===== src/rtl/ntt_writeback.sv =====
// ntt_writeback
// Write-back stage of the NTT/INTT butterfly datapath. Butterfly result
// pairs arrive together with their pipeline-delayed bank addresses and a
// swap flag. Each accepted pair is registered once and steered into the
// two coefficient banks. Accepted pairs are counted per level. Pulses mark
// the completion of each level and of the whole transform.
//
// Ports
//   clk, rst              clock, asynchronous active-high reset
//   start, mode_intt      arm a new transform; mode sampled on start
//   abort                 synchronous abort back to IDLE (highest priority)
//   bf_valid, bf_a, bf_b  butterfly result pair and its valid
//   bf_addr0, bf_addr1    delayed write addresses for bank0 / bank1
//   bf_swap               delayed swap-write flag
//   mem0_*, mem1_*        registered bank write ports
//   busy                  high from start until the transform has landed
//   wr_level              level currently being written
//   level_done            pulse with the write of the last pair of a level
//   xform_done            pulse with the write of the last pair of the transform
//   mode_q                captured mode_intt
//   err                   sticky protocol error
module ntt_writeback #(
    parameter int DW     = 13,
    parameter int AW     = 11,
    parameter int PAIRS  = 32,
    parameter int LEVELS = 6
) (
    input  logic          clk,
    input  logic          rst,
    input  logic          start,
    input  logic          mode_intt,
    input  logic          abort,
    input  logic          bf_valid,
    input  logic [DW-1:0] bf_a,
    input  logic [DW-1:0] bf_b,
    input  logic [AW-1:0] bf_addr0,
    input  logic [AW-1:0] bf_addr1,
    input  logic          bf_swap,
    output logic          mem0_we,
    output logic [AW-1:0] mem0_addr,
    output logic [DW-1:0] mem0_wdata,
    output logic          mem1_we,
    output logic [AW-1:0] mem1_addr,
    output logic [DW-1:0] mem1_wdata,
    output logic          busy,
    output logic [2:0]    wr_level,
    output logic          level_done,
    output logic          xform_done,
    output logic          mode_q,
    output logic          err
);

    typedef enum logic [1:0] {
        IDLE  = 2'd0,
        RUN   = 2'd1,
        FLUSH = 2'd2
    } state_t;

    state_t     state;
    logic [4:0] pair_cnt;
    logic       last_pair;
    logic       last_level;

    assign last_pair  = (pair_cnt == 5'(PAIRS - 1));
    assign last_level = (wr_level == 3'(LEVELS - 1));

    // Every output is a register; data registers are cleared as well so that
    // all outputs read 0 while reset is held.
    always_ff @(posedge clk or posedge rst) begin
        if (rst) begin
            state      <= IDLE;
            pair_cnt   <= '0;
            mem0_we    <= 1'b0;
            mem0_addr  <= '0;
            mem0_wdata <= '0;
            mem1_we    <= 1'b0;
            mem1_addr  <= '0;
            mem1_wdata <= '0;
            busy       <= 1'b0;
            wr_level   <= '0;
            level_done <= 1'b0;
            xform_done <= 1'b0;
            mode_q     <= 1'b0;
            err        <= 1'b0;
        end else begin
            // Write enables and done flags are single-cycle pulses.
            mem0_we    <= 1'b0;
            mem1_we    <= 1'b0;
            level_done <= 1'b0;
            xform_done <= 1'b0;

            // wr_level shows the completed level during its pulse and moves
            // on the cycle after; the final level is held until restart.
            if (level_done && !xform_done)
                wr_level <= wr_level + 3'd1;

            if (abort) begin
                // Dropping the write enables above kills the pending write;
                // err is deliberately left untouched.
                state    <= IDLE;
                busy     <= 1'b0;
                pair_cnt <= '0;
                wr_level <= '0;
            end else begin
                case (state)
                    IDLE: begin
                        if (start) begin
                            state    <= RUN;
                            busy     <= 1'b1;
                            mode_q   <= mode_intt;
                            pair_cnt <= '0;
                            wr_level <= '0;
                            // A pair arriving with start is dropped and flagged.
                            err      <= bf_valid;
                        end else if (bf_valid) begin
                            err <= 1'b1;
                        end
                    end

                    RUN: begin
                        if (start)
                            err <= 1'b1;
                        if (bf_valid) begin
                            mem0_we   <= 1'b1;
                            mem1_we   <= 1'b1;
                            mem0_addr <= bf_addr0;
                            mem1_addr <= bf_addr1;
                            // Swap exchanges the data only; addresses stay per bank.
                            mem0_wdata <= bf_swap ? bf_b : bf_a;
                            mem1_wdata <= bf_swap ? bf_a : bf_b;
                            if (last_pair) begin
                                pair_cnt   <= '0;
                                level_done <= 1'b1;
                                if (last_level) begin
                                    xform_done <= 1'b1;
                                    state      <= FLUSH;
                                end
                            end else begin
                                pair_cnt <= pair_cnt + 5'd1;
                            end
                        end
                    end

                    FLUSH: begin
                        // The last write is on the bank ports during this cycle.
                        if (start || bf_valid)
                            err <= 1'b1;
                        state <= IDLE;
                        busy  <= 1'b0;
                    end

                    default: begin
                        state <= IDLE;
                        busy  <= 1'b0;
                    end
                endcase
            end
        end
    end

endmodule


===== config.mk =====
export PLATFORM = sky130hd
export DESIGN_NAME = ntt_writeback
export DESIGN_NICKNAME = d
export VERILOG_FILES = /design/src/rtl/ntt_writeback.sv
export SDC_FILE = /design/constraint.sdc
export NUM_CORES = 1
export LEC_CHECK = 0
export BUFFER_PORTS_ARGS = -buffer_cell sky130_fd_sc_hd__buf_2
export CORE_UTILIZATION = 40
export CTS_BUF_LIST = sky130_fd_sc_hd__clkbuf_2
export CTS_CLUSTER_DIAMETER = 80
export CTS_CLUSTER_SIZE = 28
export DETAILED_ROUTE_END_ITERATION = 6
export PLACE_DENSITY_LB_ADDON = 0.05
export SLEW_MARGIN = 40
export SYNTH_ARGS = -nofsm -noshare
export SYNTH_HDL_FRONTEND = slang
export SYNTH_SLANG_ARGS = --single-unit

===== constraint.sdc =====
create_clock -name clk -period 2.2 [get_ports clk]
set_clock_uncertainty 0.1 [all_clocks]
set_input_delay 0.44 -clock clk [delete_from_list [all_inputs] [get_ports clk]]
set_output_delay 0.44 -clock clk [all_outputs]
set_load 0.1 [all_outputs]

==> After elaboration in Yosys (flattened, before gate mapping) <==
Index checks and enable logic that the tools add are counted.
{ "word_totals": {"reg_bits": 64, "ramBits": 0, "out_inout_bits": 58, "in_bits": 55, "romBits": 0, "word_cells": 76, "n_memories": 0, "latchBits": 0} }
{ "op_classes": {"n_addsub": 2, "n_div": 0, "magnitude_cmp": 0, "shift": 0, "n_mul": 0, "mux": 36, "n_reduce_logical": 12, "n_bitwise": 1, "eq_ne": 12} }
{ "ops": {"columns": ["cell", "count"], "rows": [
  ["$mux 13", 2],
  ["$mux 5", 4],
  ["$mux 1", 17],
  ["$ne 3x3->1 const B", 5],
  ["$mux 3", 4],
  ["$mux 2", 5],
  ["$pmux 5 s2", 1],
  ["$reduce_and 3->1", 3],
  ["$ne 2x2->1 const B", 3],
  ["$reduce_bool 3->1", 2],
  ["$add 5x1->5 const B", 1],
  ["$eq 5x5->1 const B", 1],
  ["$reduce_and 5->1", 1],
  ["$pmux 2 s2", 1],
  ["$reduce_and 4->1", 1],
  ["$add 3x1->3 const B", 1],
  ["$eq 3x3->1 const B", 1],
  ["$pmux 1 s3", 1],
  ["$eq 2x1->1 const B", 1],
  ["$eq 2x2->1 const B", 1],
  ["$logic_not 2->1", 1],
  ["$pmux 1 s2", 1],
  ["$reduce_and 2->1", 1],
  ["$logic_and 1x1->1", 1],
  ["other kinds (3)", 3]
]} }

==> Longest topological paths before layout <==
{ "depth": {"word_depth": 6, "ltp_mapped": 9, "mapped_depth_nobuf": 7} }

==> Least setup slack after synthesis <==
Ideal clock, no wire load.
{ "synth_path": {"path_type": "flip-flop to flip-flop", "startpoint": "reg wr_level[1]", "endpoint": "reg state[0]", "setup_time_ns": 0.118, "period_less_slack_ns": 2.006, "t_required_ns": 1.982, "stages_incl_launch_ff": 7, "n_path_buf": 0, "t_arrival_ns": 1.787, "setup_slack_ns": 0.194, "path_cell_list": "dfrtp_1 -> inv_1 -> ha_1 -> and3_1 -> o211a_1 -> mux2i_1 -> nor2_1"} }
{ "synth_between": {"elab_chain_cells": 3} }
{ "synth_rtl": {"columns": ["element", "line_no", "source"], "rows": [
  ["start, declared", "46", "output logic [2:0] wr_level,"],
  ["start signal, assigned", "95", "wr_level <= wr_level + 3'd1;"],
  ["$eq 3x3->1", "65", "assign last_level = (wr_level == 3'(LEVELS - 1));"],
  ["$ne 3x3->1 (no line)", null, null],
  ["$reduce_and 4->1 (no line)", null, null],
  ["end signal, assigned", "71", "state <= IDLE;"],
  ["end signal, assigned", "100", "state <= IDLE;"],
  ["end signal, assigned", "108", "state <= RUN;"],
  ["end, declared", "59", "state_t state;"]
]} }
Every way passes these cells.
A chain may end at the register's enable or synchronous reset.

==> Worst setup path after layout <==
{ "layout_path": {"startpoint": "reg pair_cnt[0]", "endpoint": "reg pair_cnt[3]"} }
{ "layout_between": {"elab_chain_cells": 5, "word_cells_on_any_way": 6, "classes_between": "add/sub: 1; eq/ne: 1; mux: 4"} }
{ "layout_rtl": {"columns": ["element", "line_no", "source"], "rows": [
  ["start, declared", "60", "logic [4:0] pair_cnt;"],
  ["start signal, assigned", "139", "pair_cnt <= pair_cnt + 5'd1;"],
  ["$add 5x1->5 or $eq 5x5->1 (tied branches)", "139, 64", null],
  ["$mux 5 *", "131", "if (last_pair) begin"],
  ["$mux 5 *", "123", "if (bf_valid) begin"],
  ["$pmux 5 s2 *", "105", "case (state)"],
  ["$mux 5 *", "97", "if (abort) begin"]
]} }
Mark *: on every way between the ends. The rest lies on a longest branch, timed or not. The select of a mux whose other input is x is not followed.

==> flow_metrics.env <==
export IMPL_port_buffers=112
export IMPL_start_util=0.420
export IMPL_vias=2427
export IMPL_stdcell_count=524
export IMPL_r2r_start="pair_cnt[0]$_DFFE_PP0P_"
export IMPL_hp_start="bf_addr1[5]"
export IMPL_hpwlAfterDp_um=4490
export IMPL_rsz0062_at_grt="no"
export IMPL_grt_pass1_vias=2224
export IMPL_async_flop_share=1.00
export IMPL_cts_buffers_inserted=9
export IMPL_synth_fp_nets=359
export IMPL_relSlewSlack=0.666
export IMPL_cts_root_buf="clkbuf_2"
export IMPL_ys_ff_latch=64
export IMPL_path_class="reg2reg"
export IMPL_syn_cell_area_um2=2900
export IMPL_tns_ps=0
export IMPL_final_period_utilization=0.889
export IMPL_cts_buffer_depth=2
export IMPL_cts_tree="yes"
export IMPL_fp_row_count=30
export IMPL_whs_ps=48.8
export IMPL_seq_area_frac_synth=0.551
export IMPL_min_delay_worst_endpoint="mem1_addr[5]$_DFFE_PP0P_"
export IMPL_cap_violations=0
export IMPL_slowest_stage="dfrtp_1"
export IMPL_postRouteAntennaNets=0
export IMPL_syn_inst=294
export IMPL_via_per_inst=4.63
export IMPL_worstSetupStartpointType="flip-flop"
export IMPL_crit_top_cell="ha_1"
export IMPL_layout_nets=489
export IMPL_dp_cells=494
export IMPL_synthTopCellsByArea="dfrtp_1, nand2_1, mux2i_1"
export IMPL_min_path_type="in2reg"
export IMPL_yosys_warnings=0
export IMPL_status="completed"
export IMPL_tightest_slew_ps=505
export IMPL_crit_family="simple AND/OR/NAND/NOR gates"
export IMPL_synth_most_common_cell="nand2_1"
export IMPL_finalHoldViolCount=0
export IMPL_fin_crit_ps=1960
export IMPL_grt_pass1_wl_um=10200
export IMPL_die_h_um=87.2
export IMPL_post_route_drc_count=0
export IMPL_r2r_end="pair_cnt[3]$_DFFE_PP0P_"
export IMPL_hold_buffers=1
export IMPL_cts_sinks=64
export IMPL_ios=113
export IMPL_ys_types=34
export IMPL_post_cts_buffers=0
export IMPL_coreArea_um2=6910
export IMPL_grt_max_degree=75
export IMPL_areaGrowthSynthToFinish_pct=32.0
export IMPL_die_area_um2=7600
export IMPL_final_max_slew_viol_count=0
export IMPL_hold_depth=3
export IMPL_synth_top_cell_by_area="dfrtp_1"
export IMPL_synth_top_cell_area_share=0.551
export IMPL_h_tree_depth=3
export IMPL_max_freq_mhz=511
export IMPL_diodes=0
export IMPL_drive_above_1_share=0.329
export IMPL_drtIter0Drc=81
export IMPL_crit_fanout=4
export IMPL_die_w_um=87.2
export IMPL_worst_path_buf_inv=0
export IMPL_wl_per_cell_um=12.0
export IMPL_wirelength_um=6270
export IMPL_antenna_found_initial=0
export IMPL_design_area_um2=3830
export IMPL_clkLatencyLatePin_ps=460
export IMPL_setup_viol=0
export IMPL_synth_ff_type="dfrtp_1"
export IMPL_end_kind="flip-flop"
export IMPL_synth_edff_count=0
export IMPL_synth_area_per_cell_um2=9.88
export IMPL_cp_required_ps=2500
export IMPL_place_congestion=0.782
export IMPL_reg2reg_depth=6
export IMPL_placed_cell_area_um2=3580
export IMPL_clkSlewWorstSetupHoldPaths_ps=170
export IMPL_ys_top_cells_by_count="nand2_1, dfrtp_1, o21ai_0"
export IMPL_dr_pass1_iters=4
export IMPL_cp_cell_sequence="ha_1 -> and3_1 -> ha_1 -> nor3b_2 -> or4b_1 -> nand3_1"
export IMPL_cts_resized=0
export IMPL_regToRegSetupSlack_ps=240
export IMPL_overflow=0
export IMPL_cpPeakStageDelay_ps=440
export IMPL_arrival_ps=2260
export IMPL_grt_util_all_layers=0.176
## kinds of logic (layout without fill, tap and decap cells)
logic type | after synthesis | count (layout) | synth area share
XOR/XNOR | 2 | 2 | 0.00603
adder cells (fa/ha/maj) | 10 | 10 | 0.0431
AO/OA/AOI/OAI | 38 | 38 | 0.0754
multiplexers | 29 | 29 | 0.100
buffers and inverters | 21 | 155 | 0.0353
AND/OR/NAND/NOR | 130 | 130 | 0.188
flip-flops | 64 | 64 | 0.551
## how the worst max path moves through the flow
stage / startpoint / endpoint / slack [ps] / cells after the start
global route: pair_cnt[0]$_DFFE_PP0P_ / pair_cnt[3]$_DFFE_PP0P_ / 130 / 6
floorplan: rst / busy$_DFFE_PP0P_ / 60 / 1
detailed placement: pair_cnt[0]$_DFFE_PP0P_ / pair_cnt[3]$_DFFE_PP0P_ / 270 / 6
finish: pair_cnt[0]$_DFFE_PP0P_ / pair_cnt[3]$_DFFE_PP0P_ / 240 / 6
global placement: pair_cnt[0]$_DFFE_PP0P_ / pair_cnt[3]$_DFFE_PP0P_ / 310 / 6
CTS: pair_cnt[0]$_DFFE_PP0P_ / pair_cnt[3]$_DFFE_PP0P_ / 220 / 6
## cell type report
type / count / area, um2
Clock buffer: 10 / 50.0
Clock inverter: 5 / 48.8
Fill cell: 691 / 3070
Inverter: 6 / 22.5
Multi-Input combinational cell: 209 / 1200
Sequential cell: 64 / 1600
Tap cell: 96 / 120
Timing Repair Buffer: 134 / 788
## worst register-to-register path: cells and delay by family (launching register included)
kind,cells,cell delay (ps)
DFF,1,440
adders and majority gates,2,440
and+or+nand+nor,4,920
## per-layer routing
layer,share of wire,track usage,wire length [um]
met3,0.061,0.0626,385
met4,0.010,0.0537,65
met1,0.46,0.222,2910
met2,0.46,0.285,2910
met5,0,0,0
## state kept, by name, summed over array words and instances, names as in the netlist
register,count
state,2
mem1_addr,11
mem1_wdata,13
mem0_wdata,13
busy,1
mem1_we,1
level_done,1
mem0_addr,11
mode_q,1
pair_cnt,5
err,1
xform_done,1
wr_level,3
## cells in the final DEF, fill, tap and decap left out, drive strengths merged
cell,n
or2b,2
inv,6
nor4,1
nand2,102
xnor2,1
nor2b,3
nand3,4
a21oi,2
nor2,7
o21ai,31
ha,10
nor3b,1
dfrtp,64
xor2,1
mux2,1
clkbuf,10
o21bai,1
a31oi,1
o21a,1
nand4,1
mux2i,28
or2,1
a211oi,1
nand2b,1
or4b,1
bufinv,1
o211a,1
nor3,2
buf,119
clkinv,4
and3,4
dlygate4sd3,15
## through the flow
stage,utilization,setup WS (ps)
2_1_floorplan,-,61.9
3_5_place_dp,0.519,268
3_3_place_gp,0.519,307
4_1_cts,0.535,224
5_1_grt,0.555,126
6_report,0.555,244
Power is not shown: default switching activity piles up to over one toggle a cycle in this logic, so the estimate is an artifact.
